--- config.mk ---
export PLATFORM = sky130hd
export DESIGN_NAME = uart_tx_frame_flat
export DESIGN_NICKNAME = d
export VERILOG_FILES = /design/src/rtl/uart_pkg.sv /design/src/rtl/uart_tx_frame_if.sv /design/src/rtl/uart_tx_frame.sv /design/src/flat_wrapper.sv
export SDC_FILE = /design/constraint.sdc
export NUM_CORES = 1
export LEC_CHECK = 0
export CAP_MARGIN = 25
export CORE_AREA = 2 2 43 45
export DETAILED_ROUTE_END_ITERATION = 8
export DIE_AREA = 0 0 45 47
export GPL_ROUTABILITY_DRIVEN = 0
export PLACE_DENSITY = 0.89
export SYNTH_ARGS = -nofsm -noshare
export SYNTH_HDL_FRONTEND = slang
export SYNTH_SLANG_ARGS = --single-unit
--- constraint.sdc ---
create_clock -name clk -period 4.2 [get_ports clk]
set_input_delay 1.26 -clock clk [delete_from_list [all_inputs] [get_ports clk]]
set_output_delay 1.26 -clock clk [all_outputs]
set_load 0.01 [all_outputs]
--- src/rtl/uart_pkg.sv ---
// Shared UART definitions: frame state encoding and line levels.
// Imported by both the transmit framer and the receive side.
package uart_pkg;

   typedef enum logic [2:0] {
      IDLE   = 3'd0,
      SYNC   = 3'd1,
      START  = 3'd2,
      DATA   = 3'd3,
      PARITY = 3'd4,
      STOP   = 3'd5
   } tx_state_t;

   localparam logic LINE_IDLE   = 1'b1;
   localparam logic START_LEVEL = 1'b0;

endpackage

--- src/rtl/uart_tx_frame_if.sv ---
// Host-side send handshake of the UART transmit framer.
interface uart_tx_frame_if #(
   parameter int DATA_BITS = 8
) ();

   logic                 send;
   logic [DATA_BITS-1:0] din;
   logic                 busy;
   logic                 done;

   modport master (output send, output din, input busy, input done);
   modport slave  (input send, input din, output busy, output done);

endinterface

--- src/rtl/uart_tx_frame.sv ---
// UART transmit framer: start / LSB-first data / optional parity / stop, paced by tick.
// Define UART_TX_PARITY_EN to insert an even-parity bit before the stop bit.
module uart_tx_frame
   import uart_pkg::*;
#(
   parameter int DATA_BITS = 8,
   parameter int BIT_CNT_W = $clog2(DATA_BITS)
) (
   input  logic          clk,
   input  logic          reset,
   input  logic          tick,
   output logic          tx,
   uart_tx_frame_if.slave host
);

   localparam logic [BIT_CNT_W-1:0] LAST_IDX = BIT_CNT_W'(DATA_BITS - 1);

   tx_state_t            state_r;
   tx_state_t            state_s;
   logic [DATA_BITS-1:0] shift_r;
   logic [DATA_BITS-1:0] shift_s;
   logic [BIT_CNT_W-1:0] idx_r;
   logic [BIT_CNT_W-1:0] idx_s;
   logic                 busy_r;
   logic                 done_r;
   logic                 done_s;
   logic                 tx_r;
   logic                 tx_s;

`ifdef UART_TX_PARITY_EN
   logic                 parity_r;

   function automatic logic even_parity(input logic [DATA_BITS-1:0] word);
      return ^word;
   endfunction

   // Parity is taken from the word as accepted, since the shift register drains it
   always_ff @(posedge clk or posedge reset) begin
      if (reset) begin
         parity_r <= 1'b0;
      end else if ((state_r == IDLE) && host.send) begin
         parity_r <= even_parity(host.din);
      end else begin
         parity_r <= parity_r;
      end
   end
`endif

   // Next-state, shift register and bit-index update
   always_comb begin
      state_s = state_r;
      shift_s = shift_r;
      idx_s   = idx_r;
      done_s  = 1'b0;
      case (state_r)
         IDLE: begin
            if (host.send) begin
               state_s = SYNC;
               shift_s = host.din;
            end else begin
               state_s = IDLE;
            end
         end
         SYNC: begin
            if (tick) begin
               state_s = START;
            end else begin
               state_s = SYNC;
            end
         end
         START: begin
            if (tick) begin
               state_s = DATA;
               idx_s   = {BIT_CNT_W{1'b0}};
            end else begin
               state_s = START;
            end
         end
         DATA: begin
            if (tick) begin
               shift_s = {1'b0, shift_r[DATA_BITS-1:1]};
               if (idx_r == LAST_IDX) begin
                  idx_s = {BIT_CNT_W{1'b0}};
`ifdef UART_TX_PARITY_EN
                  state_s = PARITY;
`else
                  state_s = STOP;
`endif
               end else begin
                  idx_s = idx_r + BIT_CNT_W'(1);
               end
            end else begin
               state_s = DATA;
            end
         end
`ifdef UART_TX_PARITY_EN
         PARITY: begin
            if (tick) begin
               state_s = STOP;
            end else begin
               state_s = PARITY;
            end
         end
`endif
         STOP: begin
            if (tick) begin
               state_s = IDLE;
               done_s  = 1'b1;
            end else begin
               state_s = STOP;
            end
         end
         default: begin
            state_s = IDLE;
         end
      endcase
   end

   // Line level of the bit currently in progress; registered one edge later
   always_comb begin
      tx_s = LINE_IDLE;
      case (state_r)
         START:   tx_s = START_LEVEL;
         DATA:    tx_s = shift_r[0];
`ifdef UART_TX_PARITY_EN
         PARITY:  tx_s = parity_r;
`endif
         default: tx_s = LINE_IDLE;
      endcase
   end

   // Frame state and output registers
   always_ff @(posedge clk or posedge reset) begin
      if (reset) begin
         state_r <= IDLE;
         shift_r <= {DATA_BITS{1'b0}};
         idx_r   <= {BIT_CNT_W{1'b0}};
         busy_r  <= 1'b0;
         done_r  <= 1'b0;
         tx_r    <= LINE_IDLE;
      end else begin
         state_r <= state_s;
         shift_r <= shift_s;
         idx_r   <= idx_s;
         busy_r  <= (state_s != IDLE);
         done_r  <= done_s;
         tx_r    <= tx_s;
      end
   end

   assign tx        = tx_r;
   assign host.busy = busy_r;
   assign host.done = done_r;

endmodule
--- src/flat_wrapper.sv ---
// flat-port wrapper written by rule: the top's interface ports become plain ports
module uart_tx_frame_flat import uart_pkg::*;
#(
   parameter int DATA_BITS = 8,
   parameter int BIT_CNT_W = $clog2(DATA_BITS)
)
  (clk, reset, tick, tx, host_send, host_din, host_busy, host_done);
  uart_tx_frame_if #(.DATA_BITS(DATA_BITS)) host_i ();
  input  logic clk;
  input  logic reset;
  input  logic tick;
  output logic tx;
  input wire logic [$bits(host_i.send)-1:0] host_send;
  input wire logic [$bits(host_i.din)-1:0] host_din;
  output wire logic [$bits(host_i.busy)-1:0] host_busy;
  output wire logic [$bits(host_i.done)-1:0] host_done;
  assign host_i.send = host_send;
  assign host_i.din = host_din;
  assign host_busy = host_i.busy;
  assign host_done = host_i.done;
  uart_tx_frame #(.DATA_BITS(DATA_BITS), .BIT_CNT_W(BIT_CNT_W)) u_core (.clk(clk), .reset(reset), .tick(tick), .tx(tx), .host(host_i));
endmodule
* After elaboration in Yosys (flattened, before gate mapping) *
Cells that the tools add are included.

storage, ports and cells
  bits in registers = 17

operators by class
  add/subtract/negate cells = 1
  equal/unequal tests = 8
  mux-type cells = 17
  reduce and logical (&&, ||, !) cells = 6

operator list
  operator             count
  $mux 3               6
  $mux 8               2
  $pmux 8 s2           1
  $pmux 3 s5           1
  $eq 3x2->1 const B   2
  $eq 3x3->1 const B   2
  $ne 2x2->1 const B   3
  $pmux 3 s2           1
  $reduce_and 3->1     2
  $mux 1               4
  $reduce_bool 2->1    2
  $add 3x1->3 const B  1
  $eq 3x1->1 const B   1
  $logic_not 3->1      1
  $reduce_bool 3->1    1
  $mux 2               1
  $pmux 1 s2           1

* Depth between registers and ports, before layout *
Gate-level depths: netlist of the first run.

  depth in word-level cells = 5
  depth in mapped cells = 5

* Worst setup path after synthesis of the first run *
OpenSTA, ideal clock, no wires.

  kind = input port to flip-flop
  start point = input host_send
  end point = register u_core.shift_r[0]
  setup time = 0.125 ns
  arrival time = 2.220 ns
  required time = 4.075 ns
  setup slack = 1.855 ns
  cell stages on the path = 3
  path buffers = 0
  path through = or3b_4 -> a21oi_4 -> mux2_2

on the way
  cells in the longest elaborated chain, start to end = 2

RTL lines
  item                               line                  RTL
  start, declared                    flat_wrapper.sv:13    input wire logic [$bits(host_i.send)-1:0] host_send;
  $ne 2x2->1 (no source line)        -
  $reduce_and 3->1 (no source line)  -
  end signal, assigned               uart_tx_frame.sv:136  shift_r <= {DATA_BITS{1'b0}};
  end signal, assigned               uart_tx_frame.sv:143  shift_r <= shift_s;
  end, declared                      uart_tx_frame.sv:20   logic [DATA_BITS-1:0] shift_r;

No other way between the ends.
A chain may end at the register's enable or synchronous reset.

* Worst setup path in the final report of the first run *
  start point = input host_send
  end point = register u_core.shift_r[2]

Same word-level chain as after synthesis.

==> metrics, run 1 <==
status=complete, no violations; H-tree depth=1; post-synthesis cell type count=26; Hold Vio Cnt, Final=0; clock sinks=17; Yosys reg bits=17; xor and xnor area share after synthesis=0%; hold_ws=slightly below 0.5 ns; Avg WL per Cell=14.1 um; Residual DRC=0; die area=between 0.002 and 0.0025 mm^2; layout cells sized above 1=approximately a quarter; crit end category=flop; worst skew pair latency=~0.29 ns; Simple-Gate Fraction of Synth Area=roughly an eighth; Starting Density=between 50% and 60%; clk_skew=about 0.0076 ns; Synth top area share=between 40 and 50%; CP Cell Sequence=clkdlybuf4s50_1 -> or3b_4 -> a21oi_4 -> mux2_2; Worst-Margin Slew=slightly above 0.6 ns; CTS tree=done; Post-Route WL=between 1000 and 1500 um; CP max FO=8; fin. max-slew vios=0; Die X=between 40 and 50 um; Max-slew headroom=around three fifths; PortBufs=14; maximum number of pins on one net before global-route repair=18; dpl hpwl=between 1000 and 1500 um; Yosys top cell by area=dfrtp_1; largest family of logic cells by synthesized area=multiplexers; Cell Pwr Density=573 mW/mm^2; # rows=15; die height=roughly 47 um; setup TNS=0 ns; Setup WS post-layout=roughly 1.6 ns; # setup viols final=0; kind of critical path=in -> reg; Hold Path Depth=2; average size of a mapped cell=between 10 and 15 um^2; nets=about 100; clk buf depth=2; GRT overflow=0; Fmax achieved=0.384 GHz; Syn Inst Count=between 60 and 70; sequential fraction of the synthesis area=between 50% and 60%; vias in the first global route=about 560; RSZ-0062 raised after global routing=no; R2R depth=3; clk root buf=clkbuf_4; Routed Antenna Nets=0; yosys warns=0; syn nets=between 80 and 90; mux cell area share after synthesis=about a fifth; VDD IR max=around 0.31 mV; Worst EP required=4.37 ns; commonest non-fill, non-tap cell in the layout=dfrtp_1; Max-Cap Viols=0; DR iter-0 viols=9; Data arrival, critical path=about 2.8 ns; core region area=around 0.0017 mm^2; hold-fix buffers at CTS=0; # IOs=15; first-pass GRT wire length=approximately 2400 um; area grow syn2layout=20.2%; Synth Area in Compound Gates=10.5%; initial antenna violation count=0; ant diodes=0; Clock Pin Slew Worst Setup and Hold Paths=0.08 ns; Synth area leaders=dfrtp_1 (48%), mux2_2 (19%), dfstp_2 (3.1%); Post-CTS Setup Inserts=0; Final period util=about 62%; CP Launch Type=input pin; dpl ws=1.30 ns; slowest CP cell=clkdlybuf4s50_1; HP Class=reg -> reg; CTS resizes=0; overall routing resource usage=between 15 and 20%; Vias=roughly 570; vias per cell=between 5 and 6; most frequent cells in the layout=dfrtp_1 (16), mux2_2 (14), clkdlybuf4s50_1 (14); CP peak stage delay=approximately 0.46 ns; Pleak=~0.45 nW; Num CTS Buffers=3; TritonRoute pass-1 iters=4; Final min period=between 2 and 3 ns; Mapped Area=between 800 and 900 um^2; adder-cell area share of the yosys netlist=around 3.0%
[final timing paths]
check                                   from  slack (ns)                 to
setup reg to reg           u_core.state_r[0]        2.45  u_core.shift_r[2]
hold / removal             u_core.shift_r[0]        0.49          u_core.tx
setup / recovery                   host_send        1.60  u_core.shift_r[2]
hold reg to reg            u_core.shift_r[0]        0.49          u_core.tx
min in group asynchronous              reset        1.34    u_core.idx_r[2]
max in group asynchronous              reset        2.46  u_core.shift_r[6]
[flip-flops by register name, summed over array words and instances (netlist names)]
signal / flops
u_core.host.done: 1
u_core.state_r: 3
u_core.tx: 1
u_core.host.busy: 1
u_core.idx_r: 3
u_core.shift_r: 8
[critical path: cells and delay by family]
kind,cells,cell delay [ns]
AOI/OAI and AO/OA,1,0.28
buffers and inverters,1,0.46
muxes,1,0.37
and+or+nand+nor,1,0.40
[layer usage]
metal | share of wire (%) | global-route usage (%) | vias up
li1 | - | - | 279
met1 | 45 | 19.0 | 285
met2 | 51 | 26.9 | 8
met3 | 3.4 | 4.62 | 2
met4 | 0.70 | 7.06 | 0
met5 | 0 | 0 | -
[cell usage after synthesis]
cell / instances
a21o_1: 1
a21oi_1: 1
a21oi_4: 1
a31oi_1: 1
and4_1: 1
and4b_1: 1
buf_6: 1
clkbuf_1: 2
dfrtp_1: 16
dfstp_2: 1
ha_1: 2
inv_1: 3
mux2_2: 14
nand2_1: 6
nand2b_1: 1
nand3_1: 1
nand3b_1: 2
nor2_1: 1
nor2b_1: 2
nor3_1: 1
nor3b_1: 1
o21ai_0: 4
o31ai_1: 2
o32ai_1: 1
o41ai_1: 1
or3b_4: 1
[cells by family after synthesis]
group / count (synthesis)
and+or+nand+nor: 18
muxes: 14
adders and majority gates: 2
AOI/OAI and AO/OA: 12
buffers and inverters: 6
DFF: 17
[stage by stage]
stage	cells	utilization, %	cell area (um^2)	total power [mW]
floorplan	69	-	835	0.443
global placement	97	59.2	977	0.482
detailed placement	97	59.2	977	0.496
CTS	101	60.8	1000	0.582
global route	101	60.8	1000	0.615
finish	101	60.8	1000	0.575
[where the power goes]
part,switching [mW],internal (mW),leakage (nW)
registers,0.0409,0.221,0.207
logic,0.0936,0.135,0.224
clock network,0.0469,0.0369,0.0150
total,0.181,0.393,0.446
[cell type report]
type	count	area, um^2
fill	145	648
sequential	17	427
multi-input combinational	46	378
timing repair buffer	14	140
clock buffer	4	26.3
tap	17	21.3
inverter	3	11.3
Note: power is estimated with default switching activity, not from simulation.
==> run 2: changes to the inputs <==
Settings changed: CORE_AREA 2 2 43 45 to 2 2 47 49, DIE_AREA 0 0 45 47 to 0 0 49 51, PLACE_DENSITY 0.89 to 0.8.
Clock period 4.2 ns to 2.2 ns, I/O delays scaled along.
==> run 2 against run 1 <==
Effect of this change:
- routed wire length is 1.3% higher
- first-iteration DRC count decreased by 56%
- clock skew decreased by 0.0041 ns
- cell count rose by 14%
- via count up 0.70%
- flip-flop and latch count is the same
- final area rose by 3.6%
- global-route usage down 2.1 points
- core utilization shrank 10 points
- sequential power is 87% higher
- combinational power grew 96%
- largest cell class unchanged
- largest power group unchanged
==> metrics, run 2 (same netlist as run 1, synthesis figures left out) <==
core region area=just over 0.002 mm^2; switching share of power=between 30% and 40%; VDD IR max=between 0.4 and 0.5 mV; Gate power share=around two fifths; hold-fix buffers at CTS=0; clk buf depth=2; kind of critical path=reg -> out; CP peak stage delay=roughly 0.53 ns; Non-Filler Instances=roughly 120; Die X=around 49 um; RSZ-0062 raised after global routing=no; Clock Pin Slew Worst Setup and Hold Paths=around 0.10 ns; Data arrival, critical path=1.33 ns; Post-CTS Setup Inserts=0; overall routing resource usage=13.9%; Biggest register=u_core.shift_r; Final Total Pwr=roughly 1.1 mW; Regs by FF count=u_core.shift_r x8, u_core.idx_r x3, u_core.state_r x3; worst skew pair latency=~0.28 ns; Worst EP required=about 1.5 ns; R2R Path Start=u_core.state_r[0]; status=complete, no violations; Worst-Margin Slew=about 0.63 ns; clock sinks=17; Worst R2R Setup Slack=approximately 0.48 ns; area grow syn2layout=24.6%; Max-Cap Viols=0; hold_ws=~0.49 ns; Hold Path Depth=2; # rows=17; Num CTS Buffers=3; nets=102; Crit. Startpoint=u_core.tx; dpl hpwl=1100 um; Vias=578; Cell Pwr Density=around 1100 mW/mm^2; Final period util=between 90% and 100%; most frequent cells in the layout=dfrtp_1 (16), mux2_2 (14), clkdlybuf4s50_1 (14); GRT overflow=0; clk root buf=clkbuf_4; dpl cells=between 100 and 150; CTS resizes=0; TritonRoute pass-1 iters=4; layout cells sized above 1=a little over a quarter; Post-Route WL=between 1000 and 1500 um; Starting Density=around two fifths; die height=roughly 51 um; Routed Antenna Nets=0; HP Class=reg -> reg; die area=~0.0025 mm^2; cell family with most CP delay=flip-flops; slowest CP cell=dfstp_2; DR iter-0 viols=4; Residual DRC=0; CP max FO=1; Reg-to-Reg End=u_core.shift_r[3]; initial antenna violation count=0; Int Power=roughly 750 uW; final core utilization=50.4%; Avg WL per Cell=12.6 um; CTS tree=done; # IOs=15; vias in the first global route=~600; Hold Vio Cnt, Final=0; max FFs per register=8; vias per cell=between 5 and 6; clock share of power=approximately 15%; PortBufs=14; Max-slew headroom=about 58%; Switch Pwr=347 uW; # setup viols final=0; H-tree depth=1; first-pass GRT wire length=approximately 2600 um; CP Cell Sequence=clkdlybuf4s50_1; clk_skew=0.00355 ns; end point of the critical path=tx; Fillers=202; Pleak=approximately 0.46 nW; commonest non-fill, non-tap cell in the layout=dfrtp_1; sequential share of power=about 44%; CP Buf/Inv Count=1; crit end category=output port; Fmax achieved=roughly 0.5 GHz; fin. max-slew vios=0; ant diodes=0; CP Launch Type=flop; maximum number of pins on one net before global-route repair=18; CP Depth=1; Final min period=1.99 ns; R2R depth=3
-- run 2: cell count changes in the layout (fill, tap and decap cells not counted) --
cell   change
buf_4      +3
-- run 2: worst min path at each step --
stage	end	startpoint	slack (ns)
2_1_floorplan	u_core.tx	u_core.shift_r[0]	0.45
3_3_place_gp	u_core.tx	u_core.shift_r[0]	0.46
3_5_place_dp	u_core.tx	u_core.shift_r[0]	0.47
4_1_cts	u_core.tx	u_core.shift_r[0]	0.49
5_1_grt	u_core.tx	u_core.shift_r[0]	0.52
6_report	u_core.tx	u_core.shift_r[0]	0.49
-- run 2: metrics by stage --
stage               area, um^2  setup slack [ns]  setup TNS [ns]
finish                    1040             0.205               0
global route              1040             0.142               0
CTS                       1040             0.190               0
detailed placement        1010           -0.0842          -0.544
global placement          1010           -0.0543          -0.354
floorplan                  835             0.455               0
-- run 2: area by class of cell --
cell class | count | area (um^2) | share of cell area, %
inverters | 3 | 11.3 | 1.08
multi-input cells | 46 | 378 | 36.3
flip-flops and latches | 17 | 427 | 41.0
repair buffers | 17 | 163 | 15.6
well taps | 28 | 35.0 | 3.37
clock buffers | 4 | 26.3 | 2.53
-- run 2: layer usage --
| metal | global-route usage, % | up-vias | share of wire, % | wire, um |
|---|---|---|---|---|
| li1 | - | 286 | - | - |
| met1 | 16.3 | 276 | 44 | 635 |
| met2 | 23.7 | 12 | 51 | 738 |
| met3 | 2.34 | 4 | 3.0 | 43 |
| met4 | 8.57 | 0 | 2.1 | 31 |
| met5 | 0 | - | 0 | 0 |
-- run 2: worst min-delay path, stage by stage (launching register included) --
cell and delay, ns:
dfrtp_1 0.35, nand2_1 0.05, nand2_1 0.06
-- run 2: power by group through the flow --
stage / sequential [mW] / combinational, mW / clock [mW]
floorplan: 0.471 / 0.374 / 0
global placement: 0.492 / 0.434 / 0
detailed placement: 0.497 / 0.453 / 0
CTS: 0.491 / 0.458 / 0.169
global route: 0.509 / 0.504 / 0.190
finish: 0.489 / 0.449 / 0.163
==> patch, RTL diff (settings of run 2) <==
The 6 states of `tx_state_t` get a one-hot encoding in 6 bits.
--- a/src/rtl/uart_pkg.sv
+++ b/src/rtl/uart_pkg.sv
@@ -2,13 +2,13 @@
 // Imported by both the transmit framer and the receive side.
 package uart_pkg;
 
-   typedef enum logic [2:0] {
-      IDLE   = 3'd0,
-      SYNC   = 3'd1,
-      START  = 3'd2,
-      DATA   = 3'd3,
-      PARITY = 3'd4,
-      STOP   = 3'd5
+   typedef enum logic [5:0] {
+      IDLE   = 6'b000001,
+      SYNC   = 6'b000010,
+      START  = 6'b000100,
+      DATA   = 6'b001000,
+      PARITY = 6'b010000,
+      STOP   = 6'b100000
    } tx_state_t;
 
    localparam logic LINE_IDLE   = 1'b1;
Formal check against the unedited RTL: no difference found for any inputs over 10 cycles, from zero or initial values and one cycle with reset high; not proved beyond that.
==> patch against run 2 <==
Sequential cell count increased by 3. Final area rose by 18%. Setup slack barely moved. Die area stayed put. Via count increased by 24%. Area after synthesis is 24% higher. Routed wire length grew 27%.
Power is not compared: it rests on default switching activity, and its combinational part moved more than twofold at a synthesized area within 25%.
==> patch: results (changes against run 2) <==
Outcome
  – Status: complete, no violations

Setup path
  – R2r setup slk: 0.28 ns (-0.20 ns)
  – Critical path's largest stage delay: 0.53 ns (about the same)
  – Reg2Reg Depth: 4 (+1)
  – CP arrival: 1.33 ns (about the same)
  – Worst reg2reg endpoint: u_core.shift_r[5]
  – RR Startpoint: u_core.state_r[2]
  – Slowest stage cell, crit path: dfstp_2

Synthesis
  – Synth async-reset ratio: 1.00 (unchanged)
  – Sequential area share after synthesis: 0.488 (-0.0234)
  – Adder-cell share of the synthesized area: 0.0243 (-0.00571)
  – Synth Area in Compound Gates: 0.123 (+0.0176)
  – Top cells by area, synth: dfrtp_1 44%, mux2_2 6.6%, mux2_1 5.5%
  – Number of synthesis warnings: 0 (unchanged)
  – Post-synthesis xor/xnor area fraction: 0.00850 (+0.00850)
  – Mux cell area share after synthesis: 0.174 (-0.0154)
  – Synth unique cells: 35 (+35%)
  – Post-synth top cells: 18 x dfrtp_1, 6 x mux2_2, 5 x inv_1, 5 x mux2_1, 4 x nand2_1
  – Syn nets: 97 (+17%)

Placement
  – DP Wirelength: 1370 µm (+25%)

Timing
  – Worst slew pin tran: 0.616 ns (-0.0168 ns)
  – Setup Skew: 0.000794 ns (-0.00275 ns)

Cells and area
  – Nonclk buf count: 17 (unchanged)
  – Signal inverters: 5 (+2)
  – NumNets Final: 116 (+14%)
  – Footprint of the multi-input gates: 489 µm² (+29%)
  – Layout clock area frac: 0.0183 (-0.00698)
  – Sequential cell count: 20 (+3)
  – CLK BUF: 3 (-1)
  – Biggest regs: u_core.shift_r x8, u_core.state_r x6, u_core.idx_r x3
  – Filler cell count: 168 (-17%)
  – Multi-input comb cells: 55 (+20%)
  – Non-Clock Buffer Area Fraction: 0.132 (-0.0243)
  – Share of cells above drive strength 1: 0.230 (-0.0344)
  – Sequential share of cell area: 0.409 (-0.00181)

Clock network
  – Clock Latency Late Sink: around 0.29 ns
  – Clock H-tree levels: 1 (unchanged)
  – Num CTS Buffers: 3 (unchanged)
  – Root Driver: clkbuf_4

Worst hold path
  – Min-delay src: u_core.idx_r[1]
  – Hold Crit Class: reg -> reg
  – Hold path depth: 1 (-1)
  – WHS Endpoint: u_core.idx_r[1]

Detailed routing
  – Drt total wl: 1830 µm (+27%)
  – Via-to-Cell Ratio: 5.59 (+11%)
  – Starting DRC count in detailed routing: 25 (+21)

Global route
  – Vias in the first global route: 738 (+23%)
  – First-pass GRT wire length: 3220 µm (+24%)
  – GRT Overall Usage: 0.171 (+0.0319)
  – Pin count of the biggest net entering global routing: 14 (-4)

Power and ir drop
  – Leak: roughly 0.52 nW
## patch: cell types whose count changed after synthesis, sizes merged, moves of 2 or more
cell / change
o22ai: +2
dfrtp: +2
nor2b: -2
inv: +2
nor4b: +3
nor2: +2
o211ai: +2
a32o: +3
## patch: through the flow
| step | instance area [µm²] | power, mW | setup slack, ns | hold slack (ns) | cells |
|---|---|---|---|---|---|
| after floorplan | 1030 | 0.546 | 0.341 | 0.461 | 83 |
| after global placement | 1210 | 0.586 | 0.0953 | 0.478 | 125 |
| after detailed placement | 1210 | 0.596 | 0.0722 | 0.485 | 125 |
| after CTS | 1230 | 0.763 | 0.186 | 0.509 | 128 |
| after global routing | 1230 | 0.796 | 0.171 | 0.519 | 128 |
| final | 1230 | 0.753 | 0.205 | 0.508 | 128 |
## patch: how the worst max path moves through the flow
stage	to	slack, ns	cells past startpoint
2_1_floorplan	u_core.shift_r[5]	0.34	6
3_3_place_gp	u_core.shift_r[4]	0.1	4
3_5_place_dp	u_core.shift_r[5]	0.07	4
4_1_cts	tx	0.19	1
5_1_grt	tx	0.17	1
6_report	tx	0.21	1
## patch: metal layers
metal / share of wire / wire, µm / global-route usage / vias up
met5: 0 / 0 / 0 / -
met4: 0.015 / 27 / 0.105 / 0
met3: 0.017 / 32 / 0.0205 / 2
met2: 0.51 / 931 / 0.285 / 9
met1: 0.46 / 840 / 0.212 / 364
li1: - / - / - / 340
## patch: logic make-up after synthesis
kind of cell | after synthesis
xor+xnor | 1
compound gates | 16
other cells | 1
mux | 15
buf+inv | 8
flops | 20
simple gates | 20
fa+ha+maj | 2
## patch: power breakdown
part	internal, mW	leakage [nW]	total (mW)	switching (mW)
sequential	0.418	0.251	0.451	0.0338
combinational	0.0844	0.258	0.135	0.0507
clock	0.0637	0.0138	0.166	0.102
total	0.566	0.523	0.753	0.187
